<file path="src/rtl/mem_arbiter.sv">
// Round-robin arbiter between instruction fetch (port 0) and LSU (port 1) onto one
// memory port; one transaction in flight, response routed back to its issuer.
package core_pkg;
    localparam int Xlen     = 32;
    localparam int MaskBits = Xlen / 8;
endpackage

module mem_arbiter
    import core_pkg::*;
(
    input  logic                clk_i,
    input  logic                rst_i,
    input  logic                req0_valid_i,
    output logic                req0_ready_o,
    input  logic [Xlen-1:0]     req0_addr_i,
    input  logic [Xlen-1:0]     req0_wdata_i,
    input  logic [MaskBits-1:0] req0_wmask_i,
    output logic [Xlen-1:0]     req0_rdata_o,
    output logic                req0_rvalid_o,
    input  logic                req1_valid_i,
    output logic                req1_ready_o,
    input  logic [Xlen-1:0]     req1_addr_i,
    input  logic [Xlen-1:0]     req1_wdata_i,
    input  logic [MaskBits-1:0] req1_wmask_i,
    output logic [Xlen-1:0]     req1_rdata_o,
    output logic                req1_rvalid_o,
    output logic                mem_valid_o,
    input  logic                mem_ready_i,
    output logic [Xlen-1:0]     mem_addr_o,
    output logic [Xlen-1:0]     mem_wdata_o,
    output logic [MaskBits-1:0] mem_wmask_o,
    input  logic [Xlen-1:0]     mem_rdata_i,
    input  logic                mem_rvalid_i
);

    typedef enum logic [1:0] {
        ST_IDLE  = 2'd0,
        ST_ISSUE = 2'd1,
        ST_WAIT  = 2'd2
    } state_e;

    state_e              state_q, state_d;
    logic                owner_q, owner_d;
    logic                last_q, last_d;
    logic [Xlen-1:0]     addr_q, addr_d;
    logic [Xlen-1:0]     wdata_q, wdata_d;
    logic [MaskBits-1:0] wmask_q, wmask_d;
    logic                winner;

    always_comb begin
        state_d       = state_q;
        owner_d       = owner_q;
        last_d        = last_q;
        addr_d        = addr_q;
        wdata_d       = wdata_q;
        wmask_d       = wmask_q;
        req0_ready_o  = 1'b0;
        req1_ready_o  = 1'b0;
        req0_rvalid_o = 1'b0;
        req1_rvalid_o = 1'b0;
        mem_valid_o   = 1'b0;
        // On a tie the port not granted last time wins; otherwise the lone requester.
        winner = (req0_valid_i && req1_valid_i) ? ~last_q : req1_valid_i;

        case (state_q)
            ST_IDLE: begin
                // Grants and responses are suppressed while reset is held so nothing is lost.
                if (!rst_i && (req0_valid_i || req1_valid_i)) begin
                    req0_ready_o = ~winner;
                    req1_ready_o = winner;
                    owner_d      = winner;
                    last_d       = winner;
                    addr_d       = winner ? req1_addr_i  : req0_addr_i;
                    wdata_d      = winner ? req1_wdata_i : req0_wdata_i;
                    wmask_d      = winner ? req1_wmask_i : req0_wmask_i;
                    state_d      = ST_ISSUE;
                end
            end
            ST_ISSUE: begin
                mem_valid_o = 1'b1;
                if (mem_ready_i) begin
                    state_d = ST_WAIT;
                end
            end
            ST_WAIT: begin
                if (mem_rvalid_i && !rst_i) begin
                    req0_rvalid_o = ~owner_q;
                    req1_rvalid_o = owner_q;
                    state_d       = ST_IDLE;
                end
            end
            default: state_d = ST_IDLE;
        endcase
    end

    always_ff @(posedge clk_i) begin
        if (rst_i) begin
            state_q <= ST_IDLE;
            owner_q <= 1'b0;
            last_q  <= 1'b1;
            addr_q  <= '0;
            wdata_q <= '0;
            wmask_q <= '0;
        end else begin
            state_q <= state_d;
            owner_q <= owner_d;
            last_q  <= last_d;
            addr_q  <= addr_d;
            wdata_q <= wdata_d;
            wmask_q <= wmask_d;
        end
    end

    assign mem_addr_o   = addr_q;
    assign mem_wdata_o  = wdata_q;
    assign mem_wmask_o  = wmask_q;
    assign req0_rdata_o = mem_rdata_i;
    assign req1_rdata_o = mem_rdata_i;

endmodule

</file>
<file path="config.mk">
export PLATFORM = sky130hd
export DESIGN_NAME = mem_arbiter
export DESIGN_NICKNAME = d
export VERILOG_FILES = /design/src/rtl/mem_arbiter.sv
export SDC_FILE = /design/constraint.sdc
export NUM_CORES = 1
export LEC_CHECK = 0
export ABC_AREA = 0
export CORE_AREA = 3 3 118 120
export CTS_CLUSTER_DIAMETER = 60
export DETAILED_ROUTE_END_ITERATION = 10
export DIE_AREA = 0 0 121 123
export GPL_ROUTABILITY_DRIVEN = 1
export GPL_TIMING_DRIVEN = 0
export PLACE_DENSITY_LB_ADDON = 0.05
export SYNTH_ARGS = -nofsm -noshare
export SYNTH_HDL_FRONTEND = slang
export SYNTH_SLANG_ARGS = --single-unit
</file>
<file path="constraint.sdc">
create_clock -name clk_i -period 2 [get_ports clk_i]
set_clock_uncertainty 0.1 [all_clocks]
set_input_delay 0.3 -clock clk_i [delete_from_list [all_inputs] [get_ports clk_i]]
set_output_delay 0.3 -clock clk_i [all_outputs]
set_load 0.05 [all_outputs]
</file>
==> results of run 1 <==
sequential cells by signal, indices dropped and copies added (netlist names):
signal / count
last_q: 1
mem_addr_o: 32
owner_q: 1
state_q: 2
mem_wdata_o: 32
mem_wmask_o: 4
kinds of logic after synthesis:
family | synth area share, %
AND/OR/NAND/NOR | 16.0
buffers and inverters | 19.8
flip-flops | 38.0
AO/OA/AOI/OAI | 26.1
power breakdown:
part	internal [uW]	switching [uW]	total (uW)	leakage, uW
Sequential	1590	82.9	1670	0.000594
Clock	1250	617	1870	0.000170
Combinational	921	1300	2230	0.00206
Total	3760	2000	5770	0.00282
path summary, 6_finish.rpt:
kind / slack, ns / end / cells after the start
max: 0.06 / req0_ready_o / 6
min: 0.41 / owner_q / 2
max reg2reg: 0.30 / mem_wmask_o[0] / 5
min reg2reg: 0.41 / owner_q / 2
what timing repair did:
| action | CTS | global route |
|---|---|---|
| resized for setup | 38 | 7 |
| pin swaps | 2 | 2 |
| setup buffers | 3 | 0 |
| hold buffers | 0 | 0 |
| cloned | 0 | 0 |
| endpoints found under the setup margin | 5 | 7 |
layout make-up:
class	instances	area share [%]
repair buffers	281	39.0
multi-input cells	295	22.5
inverters	2	0.104
plain buffers	107	10.5
flip-flops and latches	72	20.0
clock buffers	11	3.37
clock inverters	5	1.44
well taps	176	3.06
diodes	2	0.0696
cell usage after synthesis:
cell type / n / share of area, %
a211o_1: 1 / 0.23
a21bo_2: 1 / 0.26
a21boi_2: 1 / 0.30
a21o_1: 1 / 0.20
a21oi_1: 69 / 9.1
a22oi_1: 1 / 0.20
a311oi_1: 68 / 16
buf_2: 14 / 1.8
buf_4: 66 / 13
buf_6: 9 / 2.7
clkbuf_1: 20 / 2.0
dfxtp_1: 72 / 38
inv_1: 2 / 0.20
nand2_1: 136 / 13
nand2_2: 1 / 0.17
nand3_1: 2 / 0.26
nor2_1: 8 / 0.79
nor2_4: 1 / 0.30
nor2b_1: 1 / 0.17
nor3_4: 1 / 0.43
o21ai_0: 1 / 0.13
or2_1: 1 / 0.17
or3_4: 1 / 0.30
worst min-delay path, cell delays in order, from the launching register on:
cell,delay (ns)
dfxtp_1,0.32
o21ai_0,0.08
a21oi_1,0.07
layer usage:
layer	share of wire (%)	vias up
li1	-	2204
met1	39	2023
met2	50	200
met3	10	10
met4	1.1	0
met5	0	-
per-stage QoR:
stage                     cell area (um^2)  hold WS, ns  utilization (%)  instances  power (uW)
final                                 7200        0.409             55.0        951        5770
after global routing                  7200        0.434             55.0        951        6040
after CTS                             7180        0.417             54.9        949        5830
after detailed placement              6800        0.412             51.9        932        3930
after global placement                6800        0.400             51.9        932        3910
after floorplan                       3790        0.360                -        478        3060
==> metrics.txt, run 1 <==
status completed; GR met2 Demand/Resource approximately a third; clock tree buffer depth 2; PD cells 802 nW/um^2; Congestion Overflow GR 0; Max Cap Viol 0; wire length per cell ~16 um; fin. max-slew vios 0; Final Hold Viols 0; most common cell after layout, fill and taps aside clkdlybuf4s50_1; Root Buffer clkbuf_16; slowest CP cell clkdlybuf4s50_1; post-DR vias/cell roughly 4.7; CP Launch Type input port; Die Width approximately 120 um; chip height about 120 um; Crit Path Max Fanout 10; final RePlAce weighted congestion 0.776; final worst setup slack approximately 0.064 ns; core footprint 13100 um^2; CTS tree done; combined area of all synthesized cells between 3000 and 4000 um^2; IO Pins roughly 310; fmax between 0.5 and 0.6 GHz; Port Buffers between 200 and 300; Reg area around 1400 um^2; number of buffers created by CTS 9; met3 global-route usage under 10%; total number of yosys warnings 0; most frequent cells in the layout clkdlybuf4s50_1, nand2_1, dfxtp_1, buf_4, a21oi_1; crit-path max cell delay 0.50 ns; Fillers ~1200; Worst Hold Launch owner_q; Hold Crit Class reg2reg; synthesized net count ~650; GRT Util Overall 18.9%; met1 usage around 22%; H-tree levels 3; via count about 4400; post-detail-place hpwl ~12000 um; largest net degree at the start of global routing 17; Worst Tran Pin Value roughly 0.55 ns; Setup TNS Final 0 ns; arrival time worst endpoint 1.54 ns; antenna violations before repair 2; initial core utilization approximately 29%; critical path class in2out; Slew Limit Headroom between 60% and 70%; final setup vio count 0; row cnt between 40 and 50; critical path cell sequence clkdlybuf4s50_1 > nor3_4 > buf_6 > nand2_2 > nor2_2 > buf_4; share of layout cells above drive strength 1 between 10% and 20%; Cell variety after synth 23; critical path required time about 1.6 ns; Peak VDD IR approximately 0.44 mV; synth-to-layout area growth 89.9%; vias in the first global route 4485; FF-to-FF Start last_q; Tcrit/Tclk final 96.8%; die area 14900 um^2; Reg clk slew, reported paths 0.06 ns; Avg Cell Area, Syn between 7 and 8 um^2; Pre-Repair DR Iteration Count 4; CTS Sinks about 70; leakage power approximately 0.0028 uW; grt peak-use layer met2; first-pass GRT wire length 22800 um; Post-Place Worst Slack -1.25 ns; Total Nets Final around 940; min Tclk post-route a little under 2 ns; Gate Count Post-Synth approximately 480; Routed WL 14900 um; Yosys reg bits 72; Worst Path Buf+Inv 3; Antenna Nets Post-Route 0; clk_lat worst skew approximately 0.32 ns; CP Capture Type output pin; delay-heaviest family, CP buffers and inverters; area of the multi-input gates 1620 um^2; Iteration-0 DRC Markers approximately 230; register area share after synthesis 38.0%; crit path from rst_i; DRC viols 0
Note: power is estimated with default switching activity, not from simulation.
==> inputs of run 2 (changes only) <==
- SETUP_SLACK_MARGIN: unset -> 0.5
==> metrics.txt, run 2 (same netlist as run 1, synthesis figures left out) <==
status completed; Die Width between 100 and 150 um; synth-to-layout area growth 108%; area of the multi-input gates around 1700 um^2; Pre-Repair DR Iteration Count 4; most common cell after layout, fill and taps aside clkdlybuf4s50_1; Worst Tran Pin Value around 0.53 ns; Port Buffers approximately 280; Int Power between 3000 and 4000 uW; fmax around 0.55 GHz; critical path required time about 1.6 ns; post-DR vias/cell about 4.8; Max Cap Viol 0; leakage power 0.00328 uW; post-detail-place hpwl 12000 um; crit-path max cell delay around 0.36 ns; Final Hold Viols 0; largest net degree at the start of global routing 12; CP Capture Type output pin; initial core utilization roughly 29%; Root Buffer clkbuf_16; most frequent cells in the layout clkdlybuf4s50_1, nand2_1, buf_4, a21oi_1, dfxtp_1; Congestion Overflow GR 0; final setup vio count 0; Fillers 1158; Hold Crit Class in2reg; arrival time worst endpoint approximately 1.4 ns; Crit Path Max Fanout 4; critical path class reg2out; Slew Limit Headroom about 64%; Reg clk slew, reported paths around 0.060 ns; PD cells between 700 and 800 nW/um^2; CTS Sinks 72; slowest CP cell dfxtp_4; final RePlAce weighted congestion a little under 0.8; share of layout cells above drive strength 1 a little under a third; Iteration-0 DRC Markers 212; via count ~4700; critical path cell sequence nor3_4 > buf_6 > nand3_4 > clkinvlp_4 > buf_8; DRC viols 0; chip height ~120 um; switching power around 2100 uW; vias in the first global route approximately 4900; Worst Path Buf+Inv 3; core footprint approximately 13000 um^2; antenna violations before repair 1; combinational share of power a little over two fifths; CTS tree done; fin util roughly three fifths; Routed WL around 17000 um; sequential share of power approximately 30%; row cnt 42; dpl cells ~930; hold buffer count at cts 0; first-pass GRT wire length 25400 um; CP Launch Type register; clock tree buffer depth 2; placed instance area approximately 7000 um^2; Switching Share a little under two fifths; fin. max-slew vios 0; Peak VDD IR roughly 0.42 mV; Total Nets Final just under 1000; clk_lat worst skew around 0.33 ns; Final Instance Area roughly 7900 um^2; Non-Filler Instances ~990; die area approximately 15000 um^2; wire length per cell between 15 and 20 um; H-tree levels 3; number of buffers created by CTS 9; min Tclk post-route between 1.5 and 2 ns; Antenna Nets Post-Route 0; delay-heaviest family, CP buffers and inverters; RSZ-0062 raised after global routing true; Reg area 1450 um^2; Tcrit/Tclk final 90.8%; Clock Power Share 26.3%; GRT Util Overall 21.4%; IO Pins a little over 300
## run 2: cell count changes in the layout (fill, tap and decap cells not counted), moves of 7 or more
cell	delta
clkdlybuf4s50_1	-133
buf_4	+18
dlygate4sd2_1	+64
clkdlybuf4s15_2	+59
buf_8	+15
clkbuf_1	-8
buf_16	+7
clkbuf_2	+7
## run 2: power groups by stage
stage	clock [uW]	combinational [uW]	sequential [uW]
after detailed placement	0	2250	1700
after floorplan	0	878	2200
final	1490	2490	1680
after CTS	1520	2480	1680
after global placement	0	2230	1700
after global routing	1580	2630	1700
## run 2: layer usage
layer  part of all wire [%]  vias up  wire [um]  GRT usage, %
met2                     51      211       8390          37.2
li1                       -     2298          -             -
met1                     38     2202       6360          25.6
met3                    9.3       19       1540          6.45
met5                      0        -          0             0
met4                    1.6        0        272          6.66
## run 2: through the flow
step | power [uW] | setup TNS, ns | hold WS, ns | worst slack [ns]
2_1_floorplan | 3080 | 0 | 0.360 | 0.386
3_3_place_gp | 3930 | -17.99 | 0.400 | -1.02
3_5_place_dp | 3950 | -19.33 | 0.412 | -1.02
4_1_cts | 5670 | 0 | 0.418 | 0.189
5_1_grt | 5910 | 0 | 0.375 | 0.124
6_report | 5660 | 0 | 0.337 | 0.183
## run 2: worst paths after layout
| path | startpoint | end | slack, ns | cells past startpoint |
|---|---|---|---|---|
| worst min-delay path | req1_valid_i | owner_q | 0.34 | 4 |
| worst min register to register | mem_addr_o[10] | mem_addr_o[10] | 0.41 | 2 |
| worst max register to register | state_q[0] | mem_addr_o[15] | 0.22 | 8 |
| worst max-delay path | state_q[1] | req1_ready_o | 0.18 | 5 |
## run 2: what timing repair did
action | in CTS | in global routing
setup buffers | 27 | 9
endpoints found under the setup margin | 209 | 84
resized for setup | 387 | 25
pin swaps | 13 | 10
gates cloned | 9 | 0
## run 2: layout make-up
type	instances	area share [%]
clock buffer	12	3.13
sequential	72	18.4
antenna	1	0.0318
timing repair buffer	323	42.7
clock inverter	4	0.254
inverter	2	0.143
tap	176	2.80
buffer	109	11.2
multi-input combinational	295	21.3
## run 2: tightest hold or removal path: cells and delay by family
| family | cells | cell delay [ns] |
|---|---|---|
| AOI/OAI and AO/OA | 2 | 0.24 |
| buffers and inverters | 1 | 0.11 |
| and+or+nand+nor | 1 | 0.08 |
